### config.mk
export PLATFORM = sky130hd
export DESIGN_NAME = keypad_entry_buffer_flat
export DESIGN_NICKNAME = d
export VERILOG_FILES = /design/src/rtl/keypad_entry_buffer_if.sv /design/src/rtl/keypad_entry_buffer.sv /design/src/flat_wrapper.sv
export SDC_FILE = /design/constraint.sdc
export NUM_CORES = 1
export LEC_CHECK = 0
export ABC_AREA = 1
export ABC_CLOCK_PERIOD_IN_PS = 4200
export CELL_PAD_IN_SITES_DETAIL_PLACEMENT = 1
export CELL_PAD_IN_SITES_GLOBAL_PLACEMENT = 2
export CORE_AREA = 5 5 103 105
export DETAILED_ROUTE_END_ITERATION = 8
export DIE_AREA = 0 0 108 110
export PLACE_DENSITY_LB_ADDON = 0.08
export REMOVE_ABC_BUFFERS = 1
export SLEW_MARGIN = 40
export SYNTH_ARGS = -nofsm -noshare
export SYNTH_HDL_FRONTEND = slang
export SYNTH_SLANG_ARGS = --single-unit
### constraint.sdc
create_clock -name clk -period 4.2 [get_ports clk]
set_clock_uncertainty 0.1 [all_clocks]
set_input_delay 0.63 -clock clk [delete_from_list [all_inputs] [get_ports clk]]
set_output_delay 0.63 -clock clk [all_outputs]
set_load 0.03 [all_outputs]
### src/rtl/keypad_entry_buffer_if.sv
// Keypad entry bundle: raw one-hot key input toward the buffer and the
// decoded digit/status outputs coming back from it.
interface keypad_entry_buffer_if #(
    parameter int NUM_DIGITS = 3
);
    localparam int CW = $clog2(NUM_DIGITS + 1);

    logic [15:0]             onehot;
    logic [4*NUM_DIGITS-1:0] digits;
    logic [CW-1:0]           count;
    logic                    key_valid;
    logic [3:0]              key_code;
    logic                    full;
    logic                    entered;

    modport master (
        output onehot,
        input  digits,
        input  count,
        input  key_valid,
        input  key_code,
        input  full,
        input  entered
    );

    modport slave (
        input  onehot,
        output digits,
        output count,
        output key_valid,
        output key_code,
        output full,
        output entered
    );
endinterface

### src/rtl/keypad_entry_buffer.sv
// Debounced 16-key keypad decoder feeding a small digit entry buffer with
// clear, backspace and enter, in either fixed-position or calculator-shift style.
module keypad_entry_buffer #(
    parameter int NUM_DIGITS      = 3,
    parameter int DEBOUNCE_CYCLES = 4,
    parameter int SHIFT_MODE      = 0
) (
    input  logic                  clk,
    input  logic                  rst,
    keypad_entry_buffer_if.slave  bus
);
    localparam int CW = $clog2(NUM_DIGITS + 1);
    localparam int W  = 4 * NUM_DIGITS;

    localparam logic [W-1:0]  ALL_BLANK  = {W{1'b1}};
    localparam logic [W-1:0]  TOP_BLANK  = ~(ALL_BLANK >> 4);
    localparam logic [CW-1:0] FULL_COUNT = CW'(NUM_DIGITS);
    localparam logic [7:0]    DEB_LIMIT  = 8'(DEBOUNCE_CYCLES);

    localparam logic [3:0] KEY_CLEAR = 4'hA;
    localparam logic [3:0] KEY_BACK  = 4'hB;
    localparam logic [3:0] KEY_ENTER = 4'hC;

    typedef enum logic [1:0] {
        IDLE,
        DEBOUNCE,
        HOLD
    } state_t;

    state_t        state, state_next;
    logic [15:0]   cand, cand_next;
    logic [7:0]    deb_cnt, deb_next;
    logic          accept;

    logic [W-1:0]  digits_q, digits_next;
    logic [CW-1:0] count_q, count_next;
    logic [3:0]    code_q, code_next;
    logic          valid_q;
    logic          entered_q, entered_next;
    logic          pend_clear_q, pend_clear_next;

    logic [4:0]    dec_in;
    logic [3:0]    acc_code;
    logic [W-1:0]  work_digits;
    logic [CW-1:0] work_count;

    // Bit 4 flags a recognised key; unused keypad positions and chords decode to nothing.
    function automatic logic [4:0] decode_key(input logic [15:0] p);
        case (p)
            16'h0008: decode_key = 5'h10;
            16'h0080: decode_key = 5'h11;
            16'h0040: decode_key = 5'h12;
            16'h0020: decode_key = 5'h13;
            16'h0800: decode_key = 5'h14;
            16'h0400: decode_key = 5'h15;
            16'h0200: decode_key = 5'h16;
            16'h8000: decode_key = 5'h17;
            16'h4000: decode_key = 5'h18;
            16'h2000: decode_key = 5'h19;
            16'h0001: decode_key = {1'b1, KEY_CLEAR};
            16'h0002: decode_key = {1'b1, KEY_BACK};
            16'h0004: decode_key = {1'b1, KEY_ENTER};
            default:  decode_key = 5'h00;
        endcase
    endfunction

    assign dec_in   = decode_key(bus.onehot);
    assign acc_code = dec_in[3:0];

    always_ff @(posedge clk) begin
        if (rst) begin
            state   <= IDLE;
            cand    <= '0;
            deb_cnt <= '0;
        end else begin
            state   <= state_next;
            cand    <= cand_next;
            deb_cnt <= deb_next;
        end
    end

    // Accept fires on the sample that completes the stable run; the key then
    // has to be released before anything else is considered.
    always_comb begin
        state_next = state;
        cand_next  = cand;
        deb_next   = deb_cnt;
        accept     = 1'b0;
        unique case (state)
            IDLE: begin
                if (dec_in[4]) begin
                    cand_next = bus.onehot;
                    if (DEBOUNCE_CYCLES == 1) begin
                        accept     = 1'b1;
                        deb_next   = '0;
                        state_next = HOLD;
                    end else begin
                        deb_next   = 8'd1;
                        state_next = DEBOUNCE;
                    end
                end
            end
            DEBOUNCE: begin
                if (bus.onehot == cand) begin
                    if (deb_cnt + 8'd1 == DEB_LIMIT) begin
                        accept     = 1'b1;
                        deb_next   = '0;
                        state_next = HOLD;
                    end else begin
                        deb_next   = deb_cnt + 8'd1;
                    end
                end else begin
                    deb_next   = '0;
                    state_next = IDLE;
                end
            end
            HOLD: begin
                if (bus.onehot == 16'h0000) begin
                    state_next = IDLE;
                end
            end
            default: begin
                state_next = IDLE;
                deb_next   = '0;
            end
        endcase
    end

    // In shift mode slot 0 is always the newest digit, so both backspace
    // styles remove the most recently entered digit.
    always_comb begin
        digits_next     = digits_q;
        count_next      = count_q;
        code_next       = code_q;
        entered_next    = 1'b0;
        pend_clear_next = pend_clear_q;
        work_digits     = digits_q;
        work_count      = count_q;
        if (accept) begin
            code_next = acc_code;
            if (acc_code <= 4'd9) begin
                if (pend_clear_q) begin
                    work_digits = ALL_BLANK;
                    work_count  = '0;
                end
                pend_clear_next = 1'b0;
                if (SHIFT_MODE != 0) begin
                    work_digits = (work_digits << 4) | W'(acc_code);
                end else begin
                    for (int k = 0; k < NUM_DIGITS; k++) begin
                        if (work_count < FULL_COUNT && k == int'(work_count)) begin
                            work_digits[4*k +: 4] = acc_code;
                        end
                    end
                end
                if (work_count < FULL_COUNT) begin
                    work_count = work_count + CW'(1);
                end
                digits_next = work_digits;
                count_next  = work_count;
            end else begin
                case (acc_code)
                    KEY_CLEAR: begin
                        digits_next     = ALL_BLANK;
                        count_next      = '0;
                        pend_clear_next = 1'b0;
                    end
                    KEY_BACK: begin
                        if (count_q != '0) begin
                            if (SHIFT_MODE != 0) begin
                                digits_next = (digits_q >> 4) | TOP_BLANK;
                            end else begin
                                for (int k = 0; k < NUM_DIGITS; k++) begin
                                    if (k == int'(count_q) - 1) begin
                                        digits_next[4*k +: 4] = 4'hF;
                                    end
                                end
                            end
                            count_next = count_q - CW'(1);
                        end
                    end
                    KEY_ENTER: begin
                        if (count_q != '0) begin
                            entered_next    = 1'b1;
                            pend_clear_next = 1'b1;
                        end
                    end
                    default: begin
                        code_next = acc_code;
                    end
                endcase
            end
        end
    end

    always_ff @(posedge clk) begin
        if (rst) begin
            digits_q     <= ALL_BLANK;
            count_q      <= '0;
            code_q       <= 4'hF;
            valid_q      <= 1'b0;
            entered_q    <= 1'b0;
            pend_clear_q <= 1'b0;
        end else begin
            digits_q     <= digits_next;
            count_q      <= count_next;
            code_q       <= code_next;
            valid_q      <= accept;
            entered_q    <= entered_next;
            pend_clear_q <= pend_clear_next;
        end
    end

    assign bus.digits    = digits_q;
    assign bus.count     = count_q;
    assign bus.key_valid = valid_q;
    assign bus.key_code  = code_q;
    assign bus.entered   = entered_q;
    assign bus.full      = (count_q == FULL_COUNT);

endmodule

### src/flat_wrapper.sv
// flat-port wrapper written by rule: the top's interface ports become plain ports
module keypad_entry_buffer_flat 
#(
    parameter int NUM_DIGITS      = 3,
    parameter int DEBOUNCE_CYCLES = 4,
    parameter int SHIFT_MODE      = 0
)
  (clk, rst, bus_onehot, bus_digits, bus_count, bus_key_valid, bus_key_code, bus_full, bus_entered);
  keypad_entry_buffer_if #(.NUM_DIGITS(NUM_DIGITS)) bus_i ();
  input  logic clk;
  input  logic rst;
  input wire logic [$bits(bus_i.onehot)-1:0] bus_onehot;
  output wire logic [$bits(bus_i.digits)-1:0] bus_digits;
  output wire logic [$bits(bus_i.count)-1:0] bus_count;
  output wire logic [$bits(bus_i.key_valid)-1:0] bus_key_valid;
  output wire logic [$bits(bus_i.key_code)-1:0] bus_key_code;
  output wire logic [$bits(bus_i.full)-1:0] bus_full;
  output wire logic [$bits(bus_i.entered)-1:0] bus_entered;
  assign bus_i.onehot = bus_onehot;
  assign bus_digits = bus_i.digits;
  assign bus_count = bus_i.count;
  assign bus_key_valid = bus_i.key_valid;
  assign bus_key_code = bus_i.key_code;
  assign bus_full = bus_i.full;
  assign bus_entered = bus_i.entered;
  keypad_entry_buffer #(.NUM_DIGITS(NUM_DIGITS), .DEBOUNCE_CYCLES(DEBOUNCE_CYCLES), .SHIFT_MODE(SHIFT_MODE)) u_core (.clk(clk), .rst(rst), .bus(bus_i));
endmodule
## Yosys cells after proc, flatten, opt, wreduce, memory -nomap -nowiden

Cells that the tools add are included.

- Equality and inequality tests: 36
- Reductions and logical operators: 19
- Bitwise operators: 3
- Multiplexer cells: 34
- $add $sub $neg: 4
- Magnitude comparators: 2

Operators by type and width:

| operator | number |
|---|---|
| case mux 5 bit (13 select lines) | 1 |
| 2-to-1 mux 12 bit | 3 |
| equality test 2 x 32 -> 1 bit, first input constant | 1 |
| equality test 3 x 32 -> 1 bit, first input constant | 1 |
| zero test 32 bit | 1 |
| 2-to-1 mux 4 bit | 6 |
| 2-to-1 mux 8 bit | 3 |
| case mux 12 bit (2 select lines) | 1 |
| case mux 8 bit (3 select lines) | 1 |
| 2-to-1 mux 2 bit | 10 |
| equality test 16 x 1 -> 1 bit, second input constant | 1 |
| equality test 16 x 10 -> 1 bit, second input constant | 1 |
| equality test 16 x 11 -> 1 bit, second input constant | 1 |
| equality test 16 x 12 -> 1 bit, second input constant | 1 |
| equality test 16 x 14 -> 1 bit, second input constant | 1 |
| equality test 16 x 15 -> 1 bit, second input constant | 1 |
| equality test 16 bit | 1 |
| equality test 16 bit, second input constant | 1 |
| equality test 16 x 2 -> 1 bit, second input constant | 1 |
| equality test 16 x 3 -> 1 bit, second input constant | 1 |
| equality test 16 x 4 -> 1 bit, second input constant | 1 |
| equality test 16 x 6 -> 1 bit, second input constant | 1 |
| equality test 16 x 7 -> 1 bit, second input constant | 1 |
| equality test 16 x 8 -> 1 bit, second input constant | 1 |
| 29 further kinds | 56 |

- Output and inout bits: 21
- Bits in registers: 47
- Word-level logic and storage cells: 109

## Logic depth before layout (Yosys ltp)

Gate-level depths: netlist of the first run.

- Depth after elaboration: 10
- Gate-level depth with buffers: 13
- Depth with buffers taken out: 13

## Least setup slack after synthesis of the first run

Ideal clock, no wire load.

- Path type: input to register
- Start: input port bus_onehot[4]
- End: register u_core.cand[5]
- Path buffers: 1
- Arrival time: 1.808 ns
- Stages: 11
- Slack: 2.175 ns
- Required time: 3.983 ns
- Cells stage by stage: nor2_2 -> nand2_4 -> nor2_8 -> nand3b_1 -> nand2_1 -> nor2_2 -> nand2_4 -> nand2_4 -> buf_6 -> o21ai_1 -> a21oi_1

- Word-level cells in the longest chain between the ends: 3

Ends and longest elaborated chain:

| element | line | text |
|---|---|---|
| start, declared | flat_wrapper.sv:12 | `input wire logic [$bits(bus_i.onehot)-1:0] bus_onehot;` |
| equality test 16 x 3 -> 1 bit, or another cell as far along | keypad_entry_buffer.sv:49 | `case (p)` |
| case mux 5 bit (13 select lines) * | keypad_entry_buffer.sv:49 |  |
| AND reduction 2 bit (no source line) * | - |  |
| end signal, assigned | keypad_entry_buffer.sv:77 | `cand <= cand_next;` |
| end, declared | keypad_entry_buffer.sv:31 | `logic [15:0] cand, cand_next;` |

Mark *: on every way between the ends. The rest lies on a longest branch, timed or not.
A chain may end at the register's enable or synchronous reset.

## Final worst setup path of the first run

- Start: input port bus_onehot[11]
- End: register u_core.cand[2]

Same word-level chain as after synthesis.

==> results of run 1 <==
[kinds of logic (layout without fill, tap and decap cells)]
logic type,Yosys count,count (layout)
simple gates,273,273
xor+xnor,10,10
flops,47,47
buf+inv,60,99
compound gates,64,64
fa+ha+maj,6,6
[cell usage after synthesis]
cell type	count	area, um^2
a21oi_1	22	110.1
a22oi_1	3	22.52
and2_1	3	18.77
buf_1	1	3.750
buf_2	1	5.000
buf_6	2	22.52
clkbuf_1	4	15.01
dfxtp_1	47	940.9
ha_1	6	75.07
inv_1	50	187.7
inv_2	2	7.510
nand2_1	98	367.9
nand2_2	4	25.02
nand2_4	5	56.30
nand3_1	59	295.3
nand3_2	4	40.04
nand3_4	1	17.52
nand3b_1	4	30.03
nand4_1	8	50.05
nor2_1	58	217.7
nor2_2	12	75.07
nor2_4	2	22.52
nor2_8	1	20.02
nor3_1	9	45.04
nor3b_1	1	7.510
nor4_1	1	6.260
o211ai_1	4	30.03
o21ai_0	26	130.1
o21ai_1	9	45.04
or2_2	3	18.77
xnor2_1	8	70.07
xor2_1	2	17.52
[layout by cell type, fill, tap and decap left out, types with 12 or more instances in the layout]
master and count:
a21oi_1 22, o21ai_0 26, nor2_2 12, nand2_1 98, inv_1 50, dfxtp_1 47, nand3_1 59, clkdlybuf4s50_1 38
nor2_1 58
[metal layers]
layer | part of all wire [%] | vias to the layer above
met1 | 52 | 1435
li1 | - | 1577
met2 | 44 | 40
met3 | 3.0 | 8
met4 | 1.1 | 0
met5 | 0 | -
[power groups by stage]
| stage | logic (mW) | clock network, mW | registers [mW] |
|---|---|---|---|
| 6_report | 0.0743 | 0.302 | 0.445 |
| 5_1_grt | 0.0832 | 0.332 | 0.446 |
| 4_1_cts | 0.0754 | 0.319 | 0.445 |
| 3_5_place_dp | 0.0749 | 0 | 0.456 |
| 3_3_place_gp | 0.0751 | 0 | 0.456 |
| 2_1_floorplan | 0.0350 | 0 | 0.456 |
[state kept, by name, indices dropped and copies added (netlist names)]
name                  flops
u_core.bus.count          2
u_core.state              2
u_core.bus.key_valid      1
u_core.bus.digits        12
u_core.deb_cnt            8
u_core.bus.key_code       4
u_core.cand              16
u_core.pend_clear_q       1
u_core.bus.entered        1
[how the worst max path moves through the flow]
| stage | end | startpoint |
|---|---|---|
| finish | u_core.cand[2] | bus_onehot[11] |
| CTS | u_core.bus.key_code[2] | bus_onehot[15] |
| floorplan | u_core.cand[0] | bus_onehot[4] |
| global placement | u_core.cand[2] | bus_onehot[5] |
| global route | u_core.cand[1] | bus_onehot[11] |
| detailed placement | u_core.bus.key_code[2] | bus_onehot[13] |
[through the flow]
stage,std cells,hold slack (ns),utilization [%]
2_1_floorplan,452,0.3316,-
3_5_place_dp,624,0.3451,36.70
6_report,632,0.3603,37.70
5_1_grt,632,0.3815,37.70
4_1_cts,632,0.3613,37.70
3_3_place_gp,624,0.3430,36.70
[final cells by class]
cell class,instances,share of cell area [%]
flip-flops and latches,47,26.14
inverters,52,5.422
clock inverters,1,0.2433
multi-input cells,353,50.40
clock buffers,7,2.398
well taps,133,4.623
repair buffers,39,10.78
[worst reg2reg max path: cells and delay by family (launching register included)]
kind	cells	cell delay, ns
buffers and inverters	1	0.21
AOI/OAI and AO/OA	1	0.08
and+or+nand+nor	7	1.49
DFF	1	0.36
==> summary.txt, run 1 <==
Status
  – Status: finished clean

Clock tree
  – Root Buffer: clkbuf_8
  – Num CTS Buffers: 5
  – CTS sink cnt: 47
  – Post-CTS Setup Inserts: 0
  – Post_cts resized: 0
  – H-tree levels: 2
  – Hold buffers post-CTS: 0
  – Clock Latency Late Sink: 0.31 ns
  – Clock transition at the registers of the reported paths: 0.10 ns
  – CTS tree: done
  – Max Root-Sink Buffers: 2

Finish
  – Nets@finish: 522
  – Multi-input gate area: 0.001814 mm^2
  – Final Instance Area: 0.003600 mm^2
  – Register area: 940.9 um^2
  – Layout cells sized above 1: 8.417%
  – Antenna cells: 0
  – Area delta synth->final: 20.13%
  – Fill count: 1268

Power
  – Internal Power: 0.6091 mW
  – Pleak: 1.506 nW
  – Sw Pwr: 0.2130 mW
  – VDD IR max: 0.0001064 V
  – Clock Power Share: 36.8%
  – Power share of the sequential group: 54.2%
  – PwrDens: 228.4 mW/mm^2
  – Combinational share of power: 9.0%
  – Switching Share: 25.91%
  – Total power: 0.8221 mW

Placement
  – Buffers added on ports: 38
  – DP HPWL: 7278 um
  – Placed Area: 0.003505 mm^2
  – Pre-CTS setup slack: 1.251 ns
  – Routability cong.: 0.8077

Die
  – DIE WIDTH: 108 um
  – Die H: 110 um
  – Rows: 36
  – Placeable core area: 0.009549 mm^2
  – Initial Util: 31.38%
  – Die ar.: 0.01188 mm^2
  – IO Pins: 39

Timing
  – Final Hold Viols: 0
  – Worst setup margin: 1.581 ns
  – Final worst path period share: 62.37%
  – Setup tns final: 0 ns
  – # setup viols final: 0
  – Slew Limit Headroom: 59.84%
  – RSZ-0062 raised after global routing: no
  – Max Freq: 381.8 MHz
  – Slew Viols, Final: 0
  – Crit path time final: 2.619 ns
  – Worst-Margin Slew: 0.6005 ns

Global route
  – Met1 Usage GRT: 23.22%
  – Largest net degree at the start of global routing: 28
  – First-pass GRT wire length: 15810 um
  – GRT met3 Usage: 3.029%
  – M2 GR Usage: 27.13%
  – Gr usage total: 16.74%
  – Global route overflow: 0
  – Vias in the first global route: 3151
  – Initial antenna violation count: 0
  – Most Crowded Layer GR: met2

Routing
  – Vias per inst: 4.842
  – Via count: 3060
  – Routed Antenna Nets: 0
  – Wire length per cell: 14.78 um
  – DR iter-0 viols: 117
  – Routed WL: 9344 um
  – DRC Markers: 0
  – Drt pass-1 iters: 4

Critical path
  – Reg-to-Reg End: u_core.bus.key_code[2]
  – Critical Path AT: 2.71 ns
  – Family with the most delay on the worst path: simple AND/OR/NAND/NOR gates
  – CP Launch Type: primary input
  – CP max stage cell: clkdlybuf4s50_1
  – Crit path max fanout: 27
  – CP bufs+invs: 1
  – Critical path class: in -> reg
  – Crit path cell chain: clkdlybuf4s50_1 -> nor2_1 -> nand2_2 -> nor2_4 -> nand2_2 -> nand3_2 -> nor2_2 -> nand2_4 -> nand2_4 -> o21ai_0 -> a21oi_1
  – Critical Path Max Stage Delay: 0.51 ns
  – Stages on the worst setup path: 11
  – Critical R2R Launch: u_core.state[0]
  – Worst path required time: 4.29 ns
  – Flop-to-flop setup slack: 1.84 ns
  – Reg2reg path depth: 9
  – Crit. End Element: register

Synthesis
  – Sequential element share of the synthesized area: 31.40%
  – Largest family of logic cells by synthesized area: simple AND/OR/NAND/NOR gates
  – Complex-gate fraction of the synthesized area: 11.27%
  – Synth Area in Simple Gates: 43.84%
  – Mapped Area: 0.002997 mm^2
  – Synth warn: 0
  – Mean Syn Cell Area: 6.514 um^2
  – Mux cell area share after synthesis: 0%
  – #FFs+latches synth: 47
  – Synth Area in Adders: 2.505%
  – Library cells used by synthesis: 32
  – Synth Area in XOR/XNOR: 2.923%
  – Synth Instances: 460

Min path
  – Tightest Hold Check Type: reg -> reg
  – WHS Path Cells: 2
  – Hold EP: u_core.cand[12]
  – Hold path start: u_core.cand[12]

Flow run
  – Max-cap violation count: 0
No activity file was read; power rests on OpenSTA's default activity.
==> run 2, diff against run 1 <==
ABC_CLOCK_PERIOD_IN_PS = 2200   (was 4200)
CORE_AREA = 5 5 112 114   (was 5 5 103 105)
DIE_AREA = 0 0 117 119   (was 0 0 108 110)
clock period = 2.2 ns   (was 4.2 ns; I/O delays follow)
==> run 2 against run 1 <==
Effect of this change:
- sequential cell count unchanged
- critical path depth increased by 4
- combinational power increased to 2.7 times the previous value
- sequential share of layout area decreased by 5.5 points
- clock-buffer cell count decreased by 2
- non-clock buffer count increased by 81
- register-to-register slack got worse by 1.7 ns
- total power increased by 140%
- critical path type is now reg -> reg
- critical endpoint is now u_core.pend_clear_q
- largest cell class unchanged
==> summary.txt, run 2 (same netlist as run 1, synthesis figures left out) <==
Routing
  – Met2 Wirelength: 5363 um
  – Via count: 3369
  – Vias per inst: 4.640
  – DR iter-0 viols: 85
  – Routed WL: 11180 um
  – Routed Antenna Nets: 0
  – Met1 WL: 5424 um
  – DRC Markers: 0
  – WL met3: 247 um
  – Top Layer Used: met4
  – Drt pass-1 iters: 4
  – Wire length per cell: 15.40 um

Timing
  – # setup viols final: 0
  – Slew Viols, Final: 0
  – Final worst path period share: 92.37%
  – Final Hold Viols: 0
  – WHS: 0.3367 ns
  – RSZ-0062 raised after global routing: no
  – Worst setup margin: 0.1679 ns
  – Worst-Margin Slew: 0.4968 ns
  – Slew Limit Headroom: 66.53%
  – Max Freq: 492.1 MHz
  – Crit path time final: 2.032 ns

Finish
  – Area delta synth->final: 52.36%
  – Register area: 940.9 um^2
  – Antenna cells: 0
  – Most frequent cells in the layout: 96 x nand2_1, 80 x buf_4, 58 x nand3_1
  – Commonest non-fill, non-tap cell in the layout: nand2_1
  – Layout Utilization: 40.33%
  – Largest register by flop count: u_core.cand
  – Fill count: 1437
  – Max reg flops: 16
  – Layout cells sized above 1: 26.07%
  – Nets@finish: 606
  – Multi-input gate area: 0.002023 mm^2

Critical path
  – Flop-to-flop setup slack: 0.17 ns
  – Reg-to-Reg End: u_core.pend_clear_q
  – Critical path class: reg -> reg
  – Crit. End Element: register
  – Critical R2R Launch: u_core.deb_cnt[0]
  – CP Launch Type: register
  – Worst path required time: 2.30 ns
  – Critical Path AT: 2.14 ns
  – Reg2reg path depth: 15
  – Crit path max fanout: 6

Clock tree
  – Clock Latency Late Sink: 0.31 ns
  – CTS tree: done
  – Root Buffer: clkbuf_16
  – Hold buffers post-CTS: 0
  – Clock transition at the registers of the reported paths: 0.07 ns
  – Max Root-Sink Buffers: 2
  – H-tree levels: 2
  – Num CTS Buffers: 5
  – CTS sink cnt: 47

Status
  – Status: finished clean

Power
  – PwrDens: 432.4 mW/mm^2
  – VDD IR max: 0.0002797 V
  – Pleak: 2.121 nW

Min path
  – WHS Path Cells: 3
  – Hold EP: u_core.cand[7]
  – Tightest Hold Check Type: in -> reg
  – Hold path start: bus_onehot[7]

Global route
  – Largest net degree at the start of global routing: 28
  – Gr usage total: 16.21%
  – First-pass GRT wire length: 17710 um
  – Global route overflow: 0
  – Vias in the first global route: 3598
  – Initial antenna violation count: 0

Die
  – Die H: 119 um
  – DIE WIDTH: 117 um
  – IO Pins: 39
  – Die ar.: 0.01392 mm^2
  – Initial Util: 26.47%
  – Placeable core area: 0.01132 mm^2
  – Rows: 39

Flow run
  – Max-cap violation count: 0

Placement
  – DP HPWL: 8417 um
  – Buffers added on ports: 38
  – Pre-CTS setup slack: -0.3408 ns
  – Routability cong.: 0.8199
run 2: critical path, cell delays in order, from the launching register on:
cell and delay (ns):
dfxtp_1 0.32, ha_1 0.22, nand2_2 0.09, inv_2 0.06
nor2_2 0.10, nand3_1 0.09, nor2_2 0.13, nand3_2 0.10
nor2_4 0.15, buf_12 0.14, buf_4 0.11, nand3_1 0.08
nand2_1 0.09, nand2_1 0.06, nand2_1 0.06, inv_1 0.03
run 2: per-layer routing:
layer  track usage, %  vias up
li1                 -     1749
met3            2.383        8
met4            4.946        0
met1            21.37     1581
met2            27.10       31
met5                0        -
run 2: what timing repair did:
action | 4_1_cts | 5_1_grt
cloned | 1 | 2
pin swaps | 1 | 6
resized for setup | 8 | 52
endpoints found under the setup margin | 26 | 40
setup buffers | 0 | 2
run 2: final cells by class:
type	count	share of cell area (%)
clock buffers	5	2.740
flip-flops and latches	47	20.61
multi-input cells	356	44.31
repair buffers	120	23.10
clock inverters	3	1.041
well taps	143	3.919
inverters	52	4.275
run 2: per-stage QoR:
step	power, mW	instance area [um^2]	instances	setup TNS (ns)
after floorplan	0.9370	2950	452	0
after global placement	1.054	4110	713	-11.54
after detailed placement	1.057	4110	713	-13.78
after CTS	2.010	4335	722	-0.07206
after global routing	2.057	4566	726	0
final	1.974	4566	726	0
run 2: power by group:
group	total, mW	internal [mW]	switching [mW]
sequential	0.850	0.850	0.000122
combinational	0.198	0.0911	0.107
clock	0.926	0.543	0.382
run 2: worst max path at each step:
| stage | from | end | cells past startpoint |
|---|---|---|---|
| finish | u_core.deb_cnt[0] | u_core.pend_clear_q | 15 |
| global route | u_core.deb_cnt[0] | u_core.bus.count[0] | 13 |
| CTS | bus_onehot[13] | u_core.bus.count[0] | 13 |
| detailed placement | bus_onehot[0] | u_core.cand[2] | 11 |
| global placement | bus_onehot[7] | u_core.cand[1] | 11 |
| floorplan | u_core.deb_cnt[0] | u_core.bus.digits[0] | 11 |
